File: src/rtl/mode_step_encoder_if.sv
// Button inputs and mode outputs of the two-button mode stepper.
// The encoder takes the slave side; whoever drives the buttons takes the master side.
interface mode_step_encoder_if;
    logic       btn_next;
    logic       btn_prev;
    logic [1:0] value;
    logic       enable;
    logic       changed;

    modport master (
        output btn_next,
        output btn_prev,
        input  value,
        input  enable,
        input  changed
    );

    modport slave (
        input  btn_next,
        input  btn_prev,
        output value,
        output enable,
        output changed
    );
endinterface

File: src/rtl/mode_step_encoder.sv
// Debounced two-button up/down stepper for a 2-bit mode code, one step per press, no auto-repeat.
// Latency: DEBOUNCE_CYCLES+3 cycles from raw press to value; no backpressure, the buttons are free-running.
module mode_step_encoder #(
    parameter int DEBOUNCE_CYCLES = 50000
) (
    input  logic                CLK,
    input  logic                RST,
    mode_step_encoder_if.slave  bus
);

    typedef enum logic [1:0] {
        S_IDLE,
        S_DEBOUNCE,
        S_HELD,
        S_RELEASE
    } state_t;

    localparam logic [15:0] CNT_LAST = 16'(DEBOUNCE_CYCLES - 1);

    logic [1:0]  sync_next_q;
    logic [1:0]  sync_prev_q;
    logic        snext;
    logic        sprev;

    state_t      state_q, state_d;
    logic [15:0] cnt_q, cnt_d;
    logic        dir_q, dir_d;
    logic [1:0]  value_q, value_d;
    logic        changed_q, changed_d;
    logic        enable_q;

    logic        sel_btn;
    logic        oth_btn;

    always_ff @(posedge CLK or negedge RST) begin
        if (!RST) begin
            sync_next_q <= 2'b00;
            sync_prev_q <= 2'b00;
        end else begin
            sync_next_q <= {sync_next_q[0], bus.btn_next};
            sync_prev_q <= {sync_prev_q[0], bus.btn_prev};
        end
    end

    assign snext   = sync_next_q[1];
    assign sprev   = sync_prev_q[1];
    assign sel_btn = dir_q ? snext : sprev;
    assign oth_btn = dir_q ? sprev : snext;

    always_comb begin
        state_d   = state_q;
        cnt_d     = cnt_q;
        dir_d     = dir_q;
        value_d   = value_q;
        changed_d = 1'b0;

        unique case (state_q)
            S_IDLE: begin
                // Both pressed together is ambiguous; wait until one lets go.
                if (snext ^ sprev) begin
                    state_d = S_DEBOUNCE;
                    dir_d   = snext;
                    cnt_d   = '0;
                end
            end
            S_DEBOUNCE: begin
                if (sel_btn && !oth_btn) begin
                    if (cnt_q == CNT_LAST) begin
                        state_d   = S_HELD;
                        cnt_d     = '0;
                        changed_d = 1'b1;
                        value_d   = dir_q ? value_q + 2'd1 : value_q - 2'd1;
                    end else begin
                        cnt_d = cnt_q + 16'd1;
                    end
                end else begin
                    state_d = S_IDLE;
                    cnt_d   = '0;
                end
            end
            S_HELD: begin
                if (!snext && !sprev) begin
                    state_d = S_RELEASE;
                    cnt_d   = '0;
                end
            end
            S_RELEASE: begin
                if (snext || sprev) begin
                    state_d = S_HELD;
                    cnt_d   = '0;
                end else if (cnt_q == CNT_LAST) begin
                    state_d = S_IDLE;
                    cnt_d   = '0;
                end else begin
                    cnt_d = cnt_q + 16'd1;
                end
            end
            default: begin
                state_d = S_IDLE;
                cnt_d   = '0;
            end
        endcase
    end

    always_ff @(posedge CLK or negedge RST) begin
        if (!RST) begin
            state_q   <= S_IDLE;
            cnt_q     <= '0;
            dir_q     <= 1'b0;
            value_q   <= 2'b00;
            changed_q <= 1'b0;
            enable_q  <= 1'b0;
        end else begin
            state_q   <= state_d;
            cnt_q     <= cnt_d;
            dir_q     <= dir_d;
            value_q   <= value_d;
            changed_q <= changed_d;
            enable_q  <= (state_d == S_IDLE);
        end
    end

    assign bus.value   = value_q;
    assign bus.enable  = enable_q;
    assign bus.changed = changed_q;

endmodule

File: src/flat_wrapper.sv
// flat-port wrapper written by rule: the top's interface ports become plain ports
module mode_step_encoder_flat 
#(
    parameter int DEBOUNCE_CYCLES = 50000
)
  (CLK, RST, bus_btn_next, bus_btn_prev, bus_value, bus_enable, bus_changed);
  mode_step_encoder_if bus_i ();
  input  logic CLK;
  input  logic RST;
  input wire logic [$bits(bus_i.btn_next)-1:0] bus_btn_next;
  input wire logic [$bits(bus_i.btn_prev)-1:0] bus_btn_prev;
  output wire logic [$bits(bus_i.value)-1:0] bus_value;
  output wire logic [$bits(bus_i.enable)-1:0] bus_enable;
  output wire logic [$bits(bus_i.changed)-1:0] bus_changed;
  assign bus_i.btn_next = bus_btn_next;
  assign bus_i.btn_prev = bus_btn_prev;
  assign bus_value = bus_i.value;
  assign bus_enable = bus_i.enable;
  assign bus_changed = bus_i.changed;
  mode_step_encoder #(.DEBOUNCE_CYCLES(DEBOUNCE_CYCLES)) u_core (.CLK(CLK), .RST(RST), .bus(bus_i));
endmodule
File: config.mk
export PLATFORM = sky130hd
export DESIGN_NAME = mode_step_encoder_flat
export DESIGN_NICKNAME = d
export VERILOG_FILES = /design/src/rtl/mode_step_encoder_if.sv /design/src/rtl/mode_step_encoder.sv /design/src/flat_wrapper.sv
export SDC_FILE = /design/constraint.sdc
export NUM_CORES = 1
export LEC_CHECK = 0
export BUFFER_PORTS_ARGS = -buffer_cell sky130_fd_sc_hd__buf_4
export CORE_UTILIZATION = 48
export CTS_CLUSTER_SIZE = 16
export DETAILED_ROUTE_END_ITERATION = 8
export MAX_ROUTING_LAYER = met4
export PLACE_DENSITY = 0.68
export SLEW_MARGIN = 5
export SYNTH_ARGS = -nofsm -noshare
export SYNTH_HDL_FRONTEND = slang
export SYNTH_SLANG_ARGS = --single-unit
File: constraint.sdc
create_clock -name CLK -period 2 [get_ports CLK]
set_input_delay 0.1 -clock CLK [delete_from_list [all_inputs] [get_ports CLK]]
set_output_delay 0.1 -clock CLK [all_outputs]
set_load 0.1 [all_outputs]
# After elaboration in Yosys (flattened, before gate mapping)
# Cells that the tools add are included.
[totals]
reg_bits = 27
latchBits = 0
ramBits = 0
romBits = 0
out_inout_bits = 4
word_cells = 48
n_memories = 0
[op_classes]
add_sub_neg = 3
multipliers = 0
div_mod_pow = 0
order_cmp = 0
n_eq_ne = 6
shifts = 0
mux = 19
bitwise_logic = 1
n_reduce_logical = 11
[op_table]
columns = ["op", "n"]
rows = [
  ["2-to-1 mux 16 bit", 5],
  ["one-hot mux 16 bit (4 select lines)", 1],
  ["adder 16 x 1 -> 16 bit (second input constant)", 1],
  ["== test 16 bit (second input constant)", 1],
  ["2-to-1 mux 2 bit", 7],
  ["one-hot mux 2 bit (4 select lines)", 1],
  ["2-to-1 mux 1 bit", 5],
  ["== test 2 bit (second input constant)", 2],
  ["zero test 2 bit", 2],
  ["!= test 2 x 1 -> 1 bit (second input constant)", 2],
  ["AND reduction 2 bit", 2],
  ["zero test 1 bit", 3],
  ["AND reduction 3 bit", 1],
  ["adder 2 x 1 -> 2 bit (second input constant)", 1],
  ["== test 2 x 1 -> 1 bit (second input constant)", 1],
  ["logical AND 1 bit", 2],
  ["subtractor 2 x 1 -> 2 bit (second input constant)", 1],
  ["logical OR 1 bit", 1],
  ["bitwise XOR 1 bit", 1],
]

# Depth between registers and ports, before layout
[depth]
ltp_word = 6
mapped_depth = 8
ltp_nobuf = 7

# Worst setup path before layout
# Ideal clock, no wire load.
[synth_timing]
path_type = "reg-to-reg"
start = "register u_core.sync_next_q[1]"
end = "register u_core.cnt_q[15]"
setup_time_ps = 69
arrival_time_ps = 2098
setup_slack_ps = -167
stages_incl_launch_ff = 9
path_buffers = 1
period_less_slack_ps = 2167
path_cell_list = "dfrtp_1 inv_1 ha_1 and2b_1 a311o_1 or2_0 buf_2 or4_1 nand3_1"
[synth_between]
elab_chain_len = 5
[synth_rtl]
columns = ["item", "line_no", "rtl"]
rows = [
  ["from (decl)", "mode_step_encoder.sv:20", "logic [1:0] sync_next_q;"],
  ["from (signal assigned)", "mode_step_encoder.sv:40", "sync_next_q <= {sync_next_q[0], bus.btn_next};"],
  ["2-to-1 mux 1 bit", "mode_step_encoder.sv:48", "assign oth_btn = dir_q ? sprev : snext;"],
  ["zero test 1 bit", "mode_step_encoder.sv:67", "if (sel_btn && !oth_btn) begin"],
  ["logical AND 1 bit", "mode_step_encoder.sv:67", ""],
  ["2-to-1 mux 16 bit", "mode_step_encoder.sv:67", ""],
  ["one-hot mux 16 bit (4 select lines)", "mode_step_encoder.sv:57", "unique case (state_q)"],
  ["to (signal assigned)", "mode_step_encoder.sv:115", "cnt_q <= cnt_d;"],
  ["to (decl)", "mode_step_encoder.sv:26", "logic [15:0] cnt_q, cnt_d;"],
]
# Several ways; a longest one is shown, not always the timed one.
# A chain may end at the register's enable or synchronous reset.

# Final worst setup path
# Same ends and word-level chain as after synthesis.

==> out/metrics.yaml <==
run_status:
  status: "finished clean"
power_and_ir_drop:
  power.leakage_nw: 0.814
  seqPwrFrac: 0.522
  p_comb_frac: 0.257
  peakVddDrop_mv: 0.640
  p_per_area_nw_per_um2: 644
  swShare: 0.324
  intPower_mw: 0.770
  pwr-share-clk: 0.221
  power.total_mw: 1.14
  power_switching_mw: 0.368
timing:
  holdWs_ps: 181
  drv_slew: 0
  layout_min_cycle_time_ps: 1990
  setup_violations: 0
  hold_viol: 0
  fin_skew_ps: 8.17
  post-route-period-util: 0.994
  worst_slew_pin_slew_ps: 357
  slew_headroom: 0.760
  setup_tns_ps: 0
  clock.fmax_mhz: 503
  grt_setup_unrepaired: "true"
critical_path:
  crit_type: "flip-flop to flip-flop"
  arrival_ps: 2270
  path_cells: "or3b_4 -> a311o_1 -> or2_4 -> or4_4 -> nand3_2"
  slowest_stage: "or4_4"
  max_stage_delay_ps: 490
  crit_required_ps: 2290
  startpoint_type: "flip-flop"
  r2r_end: "u_core.cnt_q[15]$_DFFE_PN0P_"
  cp-end-kind: "flip-flop"
  crit_fanout: 7
  timing.rr.start: "u_core.sync_next_q[1]$_DFF_PN0_"
  crit_buf_inv: 0
  r2r_cells: 5
  path_delay_family: "simple AND/OR/NAND/NOR gates"
  r2r_setup_slack_ps: 10
cts:
  htree_levels: 1
  cts_root_buf: "clkbuf_4"
  cts_inserted_buffers: 3
  clock-sinks: 27
  clkTransAtPathRegs_ps: 160
  cts_tree: "built"
  clock_latency_ps: 340
  clock_path_buffers: 2
drt:
  routedWlPerCell_um: 15.2
  first_pass_iters: 4
  drc_errors: 0
  route.vias.total: 1195
  finalWirelength_um: 3080
  initialDrtViolationCount: 15
  via_per_inst: 5.89
  ant_nets: 0
yosys:
  synth_fp_nets: 146
  synth_cells: 140
  netlist_area_um2: 1370
  synth_cell_type_count: 40
  async_reset_ff_frac: 1.00
  ys_seq_area_frac: 0.492
  ys_ff_latch: 27
  ys_dominant_reg_cell: "dfrtp_1"
  yosys_warnings: 0
  synth_edf_count: 0
  synth_area_per_cell_um2: 9.80
worst_hold_path:
  hold_path.class: "input pin to async pin"
floorplan:
  die_w_um: 55.5
  die_area_um2: 3080
  start_util: 0.502
  core-area_um2: 2730
  dieHeight_um: 55.5
  ioPinCount: 8
  row_count: 19
final_layout:
  nFillCells: 218
  stdcell_count: 203
  nets: 179
  antennaDiodeCount: 0
  final_area_um2: 1770
  area_delta_synth_final_pct: 28.7
  drive_gt1_frac: 0.355
job:
  cap_violations: 0
global_route:
  grt_pass1_vias: 1164
  grt_first_pass_wirelength_um: 5020
  grt_max_degree: 28
  antenna_found_initial: 0
  track_usage: 0.216
  grt.overflow.total: 0
placed_design:
  placed_area_um2: 1580
  dp.cells: 189
  hpwl_um: 2020
  routabilityCongestion: 0.821
  io_buffers: 7
-- placed cells by master (no fill, tap or decap), drive strengths merged, types with 2 or more instances in the layout --
| master | instances |
|---|---|
| buf | 31 |
| dfrtp | 27 |
| nand2 | 12 |
| a21oi | 11 |
| nand3 | 11 |
| or3 | 7 |
| inv | 7 |
| o21ai | 7 |
| and3 | 6 |
| a31oi | 6 |
| and2 | 5 |
| clkbuf | 3 |
| dlygate4sd3 | 3 |
| or4 | 3 |
| nor2b | 2 |
| a211oi | 2 |
| a311o | 2 |
| xnor2 | 2 |
| nand4 | 2 |
| nor2 | 2 |
| ha | 2 |
-- logic make-up after synthesis --
kind of cell	Yosys count	share of synthesized area
muxes	1	0.00820
adders and majority gates	2	0.0182
DFF	27	0.492
and+or+nand+nor	59	0.264
xor gates and xnor gates	3	0.0191
AOI/OAI and AO/OA	35	0.160
buffers and inverters	13	0.0374
-- layer usage --
layer	GRT usage	wire length (um)	share of wire
met5	-	0	0
met1	0.272	1480	0.48
met3	0.0211	69	0.022
met2	0.349	1480	0.48
met4	0.104	48	0.016
-- cell type report --
| type | count | area, um^2 | area share |
|---|---|---|---|
| clock buffers | 3 | 22.5 | 0.0127 |
| clock inverters | 1 | 7.51 | 0.00425 |
| inverters | 7 | 26.3 | 0.0149 |
| multi-input cells | 100 | 722 | 0.409 |
| flip-flops and latches | 27 | 676 | 0.382 |
| well taps | 31 | 38.8 | 0.0220 |
| repair buffers | 34 | 274 | 0.155 |
-- state kept, by name, summed over array words and instances (netlist names) --
register	cells
u_core.cnt_q	16
u_core.bus.value	2
u_core.state_q	2
u_core.sync_next_q	2
u_core.sync_prev_q	2
u_core.bus.changed	1
u_core.bus.enable	1
u_core.dir_q	1
-- timing repair --
action                                  in CTS  in global routing
gates resized for setup                      4                 17
setup buffers                                3                  3
hold endpoints to repair                    29                  0
pin swaps                                    8                  5
hold buffers                                 3                  0
gates cloned                                 0                  1
endpoints found under the setup margin      20                 15
-- Yosys cell counts (all sizes together) (2+ instances only) --
| library cell | number | share of area |
|---|---|---|
| dfrtp | 27 | 0.49 |
| nand2 | 12 | 0.033 |
| a21oi | 11 | 0.040 |
| nand3 | 11 | 0.040 |
| inv | 7 | 0.019 |
| o21ai | 7 | 0.026 |
| or3 | 7 | 0.038 |
| a31oi | 6 | 0.027 |
| and3 | 6 | 0.027 |
| and2 | 5 | 0.023 |
| clkbuf | 4 | 0.011 |
| or4 | 3 | 0.016 |
| a211oi | 2 | 0.011 |
| a311o | 2 | 0.015 |
| buf | 2 | 0.0073 |
| ha | 2 | 0.018 |
| nand4 | 2 | 0.0091 |
| nor2 | 2 | 0.0055 |
| nor2b | 2 | 0.0091 |
| xnor2 | 2 | 0.013 |
-- power by group through the flow --
stage                     combinational, mW  sequential, mW  clock (mW)
after detailed placement              0.256           0.604           0
after global placement                0.248           0.603           0
after floorplan                       0.125           0.646           0
after global routing                  0.324           0.598       0.274
after CTS                             0.265           0.593       0.261
final                                 0.292           0.594       0.251
-- how the worst max path moves through the flow --
stage	from	to	slack, ps	depth (start not counted)
after detailed placement	u_core.cnt_q[11]$_DFFE_PN0P_	u_core.bus.value[1]$_DFFE_PN0P_	-90	6
after floorplan	u_core.sync_next_q[1]$_DFF_PN0_	u_core.cnt_q[15]$_DFFE_PN0P_	-80	8
after global placement	u_core.cnt_q[11]$_DFFE_PN0P_	u_core.bus.value[1]$_DFFE_PN0P_	-50	6
after CTS	u_core.sync_next_q[1]$_DFF_PN0_	u_core.cnt_q[15]$_DFFE_PN0P_	4	5
after global routing	u_core.cnt_q[12]$_DFFE_PN0P_	u_core.bus.value[1]$_DFFE_PN0P_	-70	6
final	u_core.sync_next_q[1]$_DFF_PN0_	u_core.cnt_q[15]$_DFFE_PN0P_	10	5
-- metrics by stage --
stage	util	worst slack [ps]
floorplan	-	-83.1
global placement	0.578	-52.7
detailed placement	0.578	-89.8
CTS	0.610	4.32
global route	0.646	-68.1
finish	0.646	11.1
Note: power is estimated with default switching activity, not from simulation.
